`src/rtl/core_id_stage_pkg.sv`:
```
// Shared decode definitions for the instruction-decode stage.
// Contents:
//   - RV32I opcode, func3 and func7 constants
//   - ZeroWord, ZeroReg, WriteEnable and WriteDisable
//   - Immediate-select enum and operand-select enums
package core_id_stage_pkg;

  localparam logic [6:0] OPC_LUI    = 7'b0110111;
  localparam logic [6:0] OPC_AUIPC  = 7'b0010111;
  localparam logic [6:0] OPC_JAL    = 7'b1101111;
  localparam logic [6:0] OPC_JALR   = 7'b1100111;
  localparam logic [6:0] OPC_BRANCH = 7'b1100011;
  localparam logic [6:0] OPC_LOAD   = 7'b0000011;
  localparam logic [6:0] OPC_STORE  = 7'b0100011;
  localparam logic [6:0] OPC_OP_IMM = 7'b0010011;
  localparam logic [6:0] OPC_OP     = 7'b0110011;
  localparam logic [6:0] OPC_FENCE  = 7'b0001111;
  localparam logic [6:0] OPC_SYSTEM = 7'b1110011;

  localparam logic [2:0] F3_SLL     = 3'b001;
  localparam logic [2:0] F3_SRL_SRA = 3'b101;

  localparam logic [6:0] F7_BASE    = 7'b0000000;
  localparam logic [6:0] F7_ALT     = 7'b0100000;

  localparam logic [31:0] ZeroWord     = 32'h0000_0000;
  localparam logic [4:0]  ZeroReg      = 5'd0;
  localparam logic        WriteEnable  = 1'b1;
  localparam logic        WriteDisable = 1'b0;

  typedef enum logic [2:0] {
    IMM_NONE,
    IMM_I,
    IMM_S,
    IMM_B,
    IMM_U,
    IMM_J,
    IMM_SHAMT
  } imm_sel_e;

  typedef enum logic [1:0] {A_RS1, A_PC, A_ZERO} opa_sel_e;
  typedef enum logic [1:0] {B_RS2, B_IMM, B_FOUR, B_ZERO} opb_sel_e;

endpackage

```
`src/rtl/core_imm_gen.sv`:
```
// Combinational immediate generator.
// Ports:
//   inst_i  instruction bits [31:7] (the opcode field carries no immediate bits)
//   sel_i   immediate format select
//   imm_o   XLEN-wide, sign-extended immediate (zero for IMM_NONE)
module core_imm_gen
  import core_id_stage_pkg::*;
#(
  parameter int XLEN = 32
) (
  input  logic [31:7]     inst_i,
  input  imm_sel_e        sel_i,
  output logic [XLEN-1:0] imm_o
);

  logic [31:0] imm32;

  always_comb begin
    imm32 = ZeroWord;
    case (sel_i)
      IMM_I:     imm32 = {{20{inst_i[31]}}, inst_i[31:20]};
      IMM_S:     imm32 = {{20{inst_i[31]}}, inst_i[31:25], inst_i[11:7]};
      IMM_B:     imm32 = {{19{inst_i[31]}}, inst_i[31], inst_i[7], inst_i[30:25],
                          inst_i[11:8], 1'b0};
      IMM_U:     imm32 = {inst_i[31:12], 12'b0};
      IMM_J:     imm32 = {{11{inst_i[31]}}, inst_i[31], inst_i[19:12], inst_i[20],
                          inst_i[30:21], 1'b0};
      IMM_SHAMT: imm32 = {27'b0, inst_i[24:20]};
      default:   imm32 = ZeroWord;
    endcase
  end

  // Widen to XLEN by sign extension (identity for XLEN == 32).
  assign imm_o = XLEN'($signed(imm32));

endmodule

```
`src/rtl/core_id_stage.sv`:
```
// RV32I instruction-decode stage: decodes the IF/ID instruction, selects the
// immediate, muxes operands and registers the bundle into one output slot
// with valid/ready flow control. Stalls on load-use hazards, killed by flush.
// Optional macro CORE_ID_BYPASS_EN adds a write-back bypass
// (wb_we_in, wb_rd_in, wb_data_in) ahead of the operand muxes; without it the
// register file is expected to write through internally.
// Ports:
//   clk, rst              clock, asynchronous active-low reset
//   in_valid/in_ready     input handshake; inst_in, inst_addr_in
//   rs1/rs2_addr_out      register-file read addresses (combinational)
//   rs1/rs2_data_in       register-file read data, same cycle
//   ex_load_valid_in/rd   load in EX, for load-use stall
//   flush_in              kill the input and the output slot
//   out_valid/out_ready   output handshake; registered bundle below
//   pc_out, opnum1_out, opnum2_out, rs2_val_out, imm_out, rd_out,
//   reg_we_out, opcode_out, func3_out, func7_out, illegal_out
module core_id_stage
  import core_id_stage_pkg::*;
#(
  parameter int          XLEN     = 32,
  parameter int          REG_AW   = 5,
  parameter logic [31:0] RESET_PC = 32'h0000_0000
) (
  input  logic              clk,
  input  logic              rst,
`ifdef CORE_ID_BYPASS_EN
  input  logic              wb_we_in,
  input  logic [REG_AW-1:0] wb_rd_in,
  input  logic [XLEN-1:0]   wb_data_in,
`endif
  input  logic              in_valid,
  output logic              in_ready,
  input  logic [31:0]       inst_in,
  input  logic [XLEN-1:0]   inst_addr_in,
  output logic [REG_AW-1:0] rs1_addr_out,
  output logic [REG_AW-1:0] rs2_addr_out,
  input  logic [XLEN-1:0]   rs1_data_in,
  input  logic [XLEN-1:0]   rs2_data_in,
  input  logic              ex_load_valid_in,
  input  logic [REG_AW-1:0] ex_load_rd_in,
  input  logic              flush_in,
  output logic              out_valid,
  input  logic              out_ready,
  output logic [XLEN-1:0]   pc_out,
  output logic [XLEN-1:0]   opnum1_out,
  output logic [XLEN-1:0]   opnum2_out,
  output logic [XLEN-1:0]   rs2_val_out,
  output logic [XLEN-1:0]   imm_out,
  output logic [REG_AW-1:0] rd_out,
  output logic              reg_we_out,
  output logic [6:0]        opcode_out,
  output logic [2:0]        func3_out,
  output logic [6:0]        func7_out,
  output logic              illegal_out
);

  logic [6:0]        opcode;
  logic [2:0]        func3;
  logic [6:0]        func7;
  logic [REG_AW-1:0] rd_addr;

  assign opcode       = inst_in[6:0];
  assign func3        = inst_in[14:12];
  assign func7        = inst_in[31:25];
  assign rd_addr      = REG_AW'(inst_in[11:7]);
  assign rs1_addr_out = REG_AW'(inst_in[19:15]);
  assign rs2_addr_out = REG_AW'(inst_in[24:20]);

  // Decode control
  imm_sel_e imm_sel;
  opa_sel_e a_sel;
  opb_sel_e b_sel;
  logic     we_raw, ill, use_rs1, use_rs2;

  always_comb begin
    imm_sel = IMM_NONE;
    a_sel   = A_RS1;
    b_sel   = B_RS2;
    we_raw  = WriteDisable;
    ill     = 1'b0;
    use_rs1 = 1'b1;
    use_rs2 = 1'b0;
    case (opcode)
      OPC_OP: begin
        use_rs2 = 1'b1;
        we_raw  = WriteEnable;
        ill     = (func7 != F7_BASE) && (func7 != F7_ALT);
      end
      OPC_OP_IMM: begin
        b_sel   = B_IMM;
        imm_sel = IMM_I;
        we_raw  = WriteEnable;
        if (func3 == F3_SLL) begin
          imm_sel = IMM_SHAMT;
          ill     = (func7 != F7_BASE);
        end else if (func3 == F3_SRL_SRA) begin
          imm_sel = IMM_SHAMT;
          ill     = (func7 != F7_BASE) && (func7 != F7_ALT);
        end
      end
      OPC_LOAD: begin
        b_sel = B_IMM; imm_sel = IMM_I; we_raw = WriteEnable;
      end
      OPC_STORE: begin
        b_sel = B_IMM; imm_sel = IMM_S; use_rs2 = 1'b1;
      end
      OPC_BRANCH: begin
        b_sel = B_RS2; imm_sel = IMM_B; use_rs2 = 1'b1;
      end
      OPC_LUI: begin
        a_sel = A_ZERO; b_sel = B_IMM; imm_sel = IMM_U;
        use_rs1 = 1'b0; we_raw = WriteEnable;
      end
      OPC_AUIPC: begin
        a_sel = A_PC; b_sel = B_IMM; imm_sel = IMM_U;
        use_rs1 = 1'b0; we_raw = WriteEnable;
      end
      OPC_JAL: begin
        a_sel = A_PC; b_sel = B_FOUR; imm_sel = IMM_J;
        use_rs1 = 1'b0; we_raw = WriteEnable;
      end
      OPC_JALR: begin
        b_sel = B_FOUR; imm_sel = IMM_I; we_raw = WriteEnable;
      end
      OPC_FENCE, OPC_SYSTEM: begin
        b_sel = B_IMM; imm_sel = IMM_I;
      end
      default: begin
        // Also catches inst[1:0] != 2'b11: every listed opcode ends in 11.
        ill   = 1'b1;
        a_sel = A_ZERO;
        b_sel = B_ZERO;
      end
    endcase
  end

  logic [XLEN-1:0] imm;

  core_imm_gen #(.XLEN(XLEN)) u_imm_gen (
    .inst_i (inst_in[31:7]),
    .sel_i  (imm_sel),
    .imm_o  (imm)
  );

  // Source values
  logic [XLEN-1:0] rs1_val, rs2_val;
`ifdef CORE_ID_BYPASS_EN
  assign rs1_val = (wb_we_in && wb_rd_in != ZeroReg && wb_rd_in == rs1_addr_out)
                   ? wb_data_in : rs1_data_in;
  assign rs2_val = (wb_we_in && wb_rd_in != ZeroReg && wb_rd_in == rs2_addr_out)
                   ? wb_data_in : rs2_data_in;
`else
  assign rs1_val = rs1_data_in;
  assign rs2_val = rs2_data_in;
`endif

  logic [XLEN-1:0] opa, opb;

  always_comb begin
    case (a_sel)
      A_RS1:   opa = rs1_val;
      A_PC:    opa = inst_addr_in;
      default: opa = '0;
    endcase
    case (b_sel)
      B_RS2:   opb = rs2_val;
      B_IMM:   opb = imm;
      B_FOUR:  opb = XLEN'(4);
      default: opb = '0;
    endcase
  end

  logic reg_we;
  assign reg_we = we_raw && !ill && (rd_addr != ZeroReg);

  // Load-use hazard: only sources the opcode actually reads can stall.
  logic hazard;
  assign hazard = in_valid && ex_load_valid_in && (ex_load_rd_in != ZeroReg) &&
                  ((use_rs1 && ex_load_rd_in == rs1_addr_out) ||
                   (use_rs2 && ex_load_rd_in == rs2_addr_out));

  logic valid_q;
  logic accept;

  // Held low while in reset so the stage only opens once reset is released.
  assign in_ready = rst && !flush_in && !hazard && (!valid_q || out_ready);
  assign accept   = in_valid && in_ready;

  // Output slot
  logic [XLEN-1:0]   pc_q, opa_q, opb_q, rs2v_q, imm_q;
  logic [REG_AW-1:0] rd_q;
  logic              we_q, ill_q;
  logic [6:0]        opc_q, f7_q;
  logic [2:0]        f3_q;

  always_ff @(posedge clk or negedge rst) begin
    if (!rst) begin
      valid_q <= 1'b0;
      pc_q    <= XLEN'(RESET_PC);
      opa_q   <= '0;
      opb_q   <= '0;
      rs2v_q  <= '0;
      imm_q   <= '0;
      rd_q    <= '0;
      we_q    <= WriteDisable;
      opc_q   <= '0;
      f3_q    <= '0;
      f7_q    <= '0;
      ill_q   <= 1'b0;
    end else if (flush_in) begin
      valid_q <= 1'b0;
    end else if (accept) begin
      valid_q <= 1'b1;
      pc_q    <= inst_addr_in;
      opa_q   <= opa;
      opb_q   <= opb;
      rs2v_q  <= rs2_val;
      imm_q   <= imm;
      rd_q    <= rd_addr;
      we_q    <= reg_we;
      opc_q   <= opcode;
      f3_q    <= func3;
      f7_q    <= func7;
      ill_q   <= ill;
    end else if (!(valid_q && !out_ready)) begin
      // Slot consumed or empty with nothing accepted: bubble.
      valid_q <= 1'b0;
    end
  end

  assign out_valid   = valid_q;
  assign pc_out      = pc_q;
  assign opnum1_out  = opa_q;
  assign opnum2_out  = opb_q;
  assign rs2_val_out = rs2v_q;
  assign imm_out     = imm_q;
  assign rd_out      = rd_q;
  assign reg_we_out  = we_q;
  assign opcode_out  = opc_q;
  assign func3_out   = f3_q;
  assign func7_out   = f7_q;
  assign illegal_out = ill_q;

endmodule

```
`config.mk`:
```
export PLATFORM = sky130hd
export DESIGN_NAME = core_id_stage
export DESIGN_NICKNAME = d
export VERILOG_FILES = /design/src/rtl/core_id_stage_pkg.sv /design/src/rtl/core_imm_gen.sv /design/src/rtl/core_id_stage.sv
export SDC_FILE = /design/constraint.sdc
export NUM_CORES = 1
export LEC_CHECK = 0
export BUFFER_PORTS_ARGS = -buffer_cell sky130_fd_sc_hd__clkbuf_2
export CORE_AREA = 2 2 175 125
export DETAILED_ROUTE_END_ITERATION = 10
export DIE_AREA = 0 0 177 127
export HOLD_SLACK_MARGIN = 0.03
export PLACE_DENSITY = 0.71
export SYNTH_ARGS = -nofsm -noshare
export SYNTH_HDL_FRONTEND = slang
export SYNTH_SLANG_ARGS = --single-unit
export TNS_END_PERCENT = 10
```
`constraint.sdc`:
```
create_clock -name clk -period 1.5 [get_ports clk]
set_input_delay 0.15 -clock clk [delete_from_list [all_inputs] [get_ports clk]]
set_output_delay 0.15 -clock clk [all_outputs]
set_load 0.02 [all_outputs]
```
# After elaboration in Yosys (flattened, before gate mapping)
# Cells that the tools add are included.
# totals
register_bits,185
input_bits,139
output_inout_bits,196
word_cells,93
# op_classes
n_eq_ne,26
mux,17
bitwise_logic,1
n_reduce_logical,37
# ops
cell,n
$pmux 32 s6,1
$pmux 32 s3,1
$pmux 32 s2,1
$eq 7x7->1 const B,4
$eq 7x6->1 const B,3
$pmux 3 s6,1
$eq 7x5->1 const B,2
$reduce_or 7->1,2
$logic_and 1x1->1,13
$eq 3x3->1 const B,4
$eq 5x5->1,2
$reduce_bool 5->1,2
$reduce_or 9->1,1
$mux 1,8
$reduce_or 2->1,4
$reduce_or 8->1,1
$eq 7x2->1 const B,1
$eq 7x4->1 const B,1
$ne 7x6->1 const B,1
$reduce_bool 7->1,1
$eq 3x1->1 const B,2
$eq 3x2->1 const B,2
$mux 3,2
$pmux 2 s3,1
other kinds (12),20

# Depth between registers and ports, before layout
# logic_depth
depth_word,12
mapped_depth,10
mapped_depth_nobuf,6

# Modules after synthesis
# From an unflattened synthesis, not the netlist that was laid out.
# unflattened
hier_cells,683
hier_area_um2,8421.8
# modules_own_cells
module,instances,cells_per_inst,area_each_um2,seq_area_each_um2
core_id_stage,1,616,8002.7,4629.4
core_imm_gen,1,67,419.2,0.0

# Least setup slack after synthesis
# No wires, ideal clock.
# synth_path
path_kind,input-to-reg
start,input port inst_in[4]
end,register rs2v_q[13] (netlist: rs2_val_out[13])
setup_time_ps,125
t_arrival_ps,1931
t_required_ps,1375
slack_ps,-556
path_stages,9
path_buffers,4
cell_sequence,buf_4 -> or3b_1 -> a21oi_1 -> nor4b_1 -> a211oi_2 -> buf_6 -> buf_6 -> buf_8 -> mux2_4
# synth_via
elab_chain_cells,11
elab_cells_between_ends,19
classes_between,6 x eq/ne; 2 x mux; 11 x reduce/logical
# synth_rtl
element,line_no,rtl
from (decl),core_id_stage.sv:33,"input logic [31:0] inst_in,"
$eq 7x7->1 (tied with other cells),core_id_stage.sv:83,case (opcode)
$reduce_or 3->1 (no source line),n/a,
$mux 1,core_id_stage.sv:83,
"$logic_and 1x1->1, on equally long branches","core_id_stage.sv:179, core_id_stage.sv:180",
$logic_or 1x1->1 (*),core_id_stage.sv:179,((use_rs1 && ex_load_rd_in == rs1_addr_out) ||
$logic_and 1x1->1 (*),core_id_stage.sv:178,assign hazard = in_valid && ex_load_valid_in && (ex_load_rd_in != ZeroReg) &&
$logic_not 1->1 (*),core_id_stage.sv:186,assign in_ready = rst && !flush_in && !hazard && (!valid_q || out_ready);
$logic_and 1x1->1 (*) (2 in series),core_id_stage.sv:186,
$logic_and 1x1->1 (*),core_id_stage.sv:187,assign accept = in_valid && in_ready;
$reduce_and 2->1 (no source line) (*),n/a,
to (signal assigned),core_id_stage.sv:217,rs2v_q <= rs2_val;
to (decl),core_id_stage.sv:190,"logic [XLEN-1:0] pc_q, opa_q, opb_q, rs2v_q, imm_q;"
# Every way passes the cells marked *; elsewhere a longest branch is shown, timed or not.
# A chain may end at the register's enable or synchronous reset.

# Worst setup path after layout
# layout_path
start,register valid_q (netlist: out_valid)
end,register pc_q[30] (netlist: pc_out[30])
# layout_via
elab_chain_cells,5
# layout_rtl
element,line_no,rtl
from (decl),core_id_stage.sv:182,logic valid_q;
from (signal assigned),core_id_stage.sv:198,valid_q <= 1'b0;
from (signal assigned),core_id_stage.sv:211,valid_q <= 1'b0;
from (signal assigned),core_id_stage.sv:213,valid_q <= 1'b1;
$logic_not 1->1,core_id_stage.sv:186,
$logic_or 1x1->1,core_id_stage.sv:186,
$logic_and 1x1->1,core_id_stage.sv:186,
$logic_and 1x1->1,core_id_stage.sv:187,
$reduce_and 2->1 (no source line),n/a,
to (signal assigned),core_id_stage.sv:199,pc_q <= XLEN'(RESET_PC);
to (signal assigned),core_id_stage.sv:214,pc_q <= inst_addr_in;
to (decl),core_id_stage.sv:190,
# Every way passes these cells.

==> qor.txt <==
Skew final - 0.00923 ns
Sw frac - 34.3%
Crit path time final - 2.01 ns
Crit Path Max Fanout - 9
FF+latch count, synth - 185
Crit. End Element - register
Grt met1 use - 36.9%
Sw power - 5.29 mW
Final ANT Viol Nets - 0
Unrepaired setup endpoints after global routing - yes
GRT met3 Usage - 6.13%
Fmax - 0.498 GHz
DRC viols - 0
Leakage power - 6.27 nW
Ys Warns - 0
Most used DFF post-synth - dfrtp_1
ANT cells - 0
Core area - 20600 sq um
Tcrit/Tclk final - 134%
Root buf cell - clkbuf_16
Pwr Total - 15.4 mW
Status - complete, but fails checks
Hold Fails Final Rpt - 0
Global-route wire length before repair - 46800 um
Vias per inst - 5.42
TNS Setup - -71.25 ns
Crit path to - pc_out[30]$_DFFE_PN0P_
Vias - 8313
Worst vdd ir - 0.00106 V
Global route total overflow - 0
Die footprint - 22500 sq um
WL final - 31500 um
Die H - 127 um
Initial antenna violation count - 0
H-Tree Depth - 4
Req. time, crit path - 1.82 ns
Net count after synthesis - 881
I/O pin count - 335
Int Pwr - 10.1 mW
Power share of the clock group - 30.6%
Type of origin of the critical path - register
Post-synth EDFFs - 0
DIE WIDTH - 177 um
Part of the power in registers - 41.0%
Power per cell area - 1160 nW/um^2
CTS max path bufs - 2
Crit-path max cell delay - 0.38 ns
Worst Path Arrival - 2.32 ns
Post-DP HPWL - 21400 um
Clk slew on worst S/H paths - 0.08 ns
CP Cell Sequence - nand2b_1 > and3b_2 > nand2_2 > a211oi_4 > buf_6 > buf_6 > buf_12 > buf_12 > mux2_2
Number of fill cells - 1575
Gpl congestion - 0.853
Slew @ Worst Pin - 0.605 ns
Area growth, synth to finish - 57.3%
Crit Path Class - register to register
Initial Util - 40.8%
Reg2Reg Setup Slack - -0.51 ns
Crit-path slowest cell - dfrtp_1
Endpoints failing setup - 185
Failing checks - negative setup slack
Post-Syn Instances - 742
Std-Cell Rows - 44
CTS Buf Count - 17
Largest net degree at the start of global routing - 106
Mapped Area - 8420 sq um
Number of global-route vias before repair - 8405
Fin. max-slew vios - 0
Combinational Power Share - 28.4%
Initial drt markers - 500
Async set-reset flop share out of synthesis - 100%
Distinct cells, synth - 54
HP Class - input port to register
Worst Setup SP - out_valid$_DFFE_PN0P_
Drt first pass iters - 5
Layout cells sized above 1 - 50.2%
Global route hottest layer - met2
Sequential cell area fraction in the yosys report - 55.0%
Reg-to-reg startpoint - out_valid$_DFFE_PN0P_
Avg Inst Size Synth - 11.3 sq um
Number of port buffers - 334
Slew headroom - 59.6%
Terminus of the critical flop-to-flop path - pc_out[30]$_DFFE_PN0P_
Worst skew pair latency - 0.44 ns
Routed WL per cell - 20.5 um
GRT Total Usage - 27.2%
CTS Sinks - 185
Commonest non-fill, non-tap cells in the layout - clkbuf_2, dfrtp_1, buf_4
Met2 Track Usage GR - 41.7%
Most common cell after layout, fill and taps aside - clkbuf_2
MaxCap Viol Count - 0
# nets final - 1384
R2R depth - 9
Setup WS post-layout - -0.507 ns
CTS tree - built
## kinds of logic after synthesis
group | share of synthesized area, %
multiplexers | 12.5
AO/OA/AOI/OAI | 16.7
XOR/XNOR | 1.14
flip-flops | 55.0
buffers and inverters | 5.74
AND/OR/NAND/NOR | 8.95
## Yosys cell counts (all sizes together) (2+ instances only)
library cell  instances  area, sq um
and3b                 2         17.5
nor2                 82          310
nand2                22         82.6
and3                  4         25.0
a221oi               19          166
a22oi                46          345
and2                  4         25.0
a21oi                78          390
a22o                  4         35.0
o21ai                13         65.1
nand3                19          100
o211ai                4         30.0
nand2b                3         18.8
mux2                 89         1040
nor2b                 4         25.0
dfrtp               185         4630
o21a                  2         15.0
inv                  16         60.1
a31oi                15         93.8
nand3b                2         15.0
or4                   2         15.0
nand4b                3         26.3
xnor2                10         87.6
nand4                 3         18.8
buf                  42          314
clkbuf               29          109
o2bb2ai              15          131
a32oi                 2         17.5
nor3                  5         25.0
## worst min-delay path by stage
stage	from	to	slack [ns]	cells after the start
6_report	rs1_data_in[31]	opnum1_out[31]$_DFFE_PN0P_	0.05	3
5_1_grt	rs1_data_in[11]	opnum1_out[11]$_DFFE_PN0P_	0.05	3
4_1_cts	rs1_data_in[26]	opnum1_out[26]$_DFFE_PN0P_	0.04	3
3_5_place_dp	rst	imm_out[12]$_DFFE_PN0P_	0.31	2
3_3_place_gp	rst	imm_out[17]$_DFFE_PN0P_	0.30	2
2_1_floorplan	rst	func3_out[0]$_DFFE_PN0P_	-0.15	0
## power groups by stage
stage | logic, mW | clock network (mW) | registers (mW)
after floorplan | 1.11 | 0 | 7.33
after CTS | 4.18 | 4.82 | 6.29
final | 4.37 | 4.71 | 6.33
after global placement | 3.82 | 0 | 6.35
after detailed placement | 3.90 | 0 | 6.37
after global routing | 4.64 | 5.04 | 6.41
## layer usage
layer  wire [um]  part of all wire, %
met2       14700                   47
met5           0                    0
met3        2480                  7.9
met4        1050                  3.3
met1       13300                   42
## timing repair
action	in CTS	in global routing
endpoints found under the setup margin	185	286
pin swaps	2	1
endpoints found under the hold margin	128	0
hold buffers	76	0
cloned	3	4
gates resized for setup	33	68
setup buffers	14	6
## layout make-up
type,instances,area [sq um],share of cell area [%]
Clock buffer,17,425,3.21
Clock inverter,15,196,1.48
Inverter,16,60.1,0.454
Multi-Input combinational cell,470,3580,27.1
Sequential cell,185,4630,35.0
Tap cell,276,345,2.61
Timing Repair Buffer,555,3990,30.2
## sequential cells by signal, indices dropped and copies added, names as in the netlist, 5 cells and up
register / flops
opcode_out: 7
rd_out: 5
opnum1_out: 32
func7_out: 7
imm_out: 32
pc_out: 32
rs2_val_out: 32
opnum2_out: 32
## through the flow
| step | setup WS [ns] | utilization (%) | hold slack, ns | instance area, sq um | instances |
|---|---|---|---|---|---|
| final | -0.507 | 64.1 | 0.0511 | 13200 | 1534 |
| after CTS | -0.466 | 62.3 | 0.0364 | 12900 | 1524 |
| after detailed placement | -0.792 | 54.1 | 0.309 | 11200 | 1399 |
| after global routing | -0.574 | 64.1 | 0.0465 | 13200 | 1534 |
| after floorplan | -0.527 | - | -0.146 | 8430 | 742 |
| after global placement | -0.769 | 54.1 | 0.301 | 11200 | 1399 |
## worst max-delay path, delay by kind of cell (launching register included)
kind	cells	cell delay (ns)
AOI/OAI and AO/OA	1	0.20
DFF	1	0.38
and+or+nand+nor	3	0.38
muxes	1	0.34
buffers and inverters	4	0.57
No activity file was read; power rests on OpenSTA's default activity.
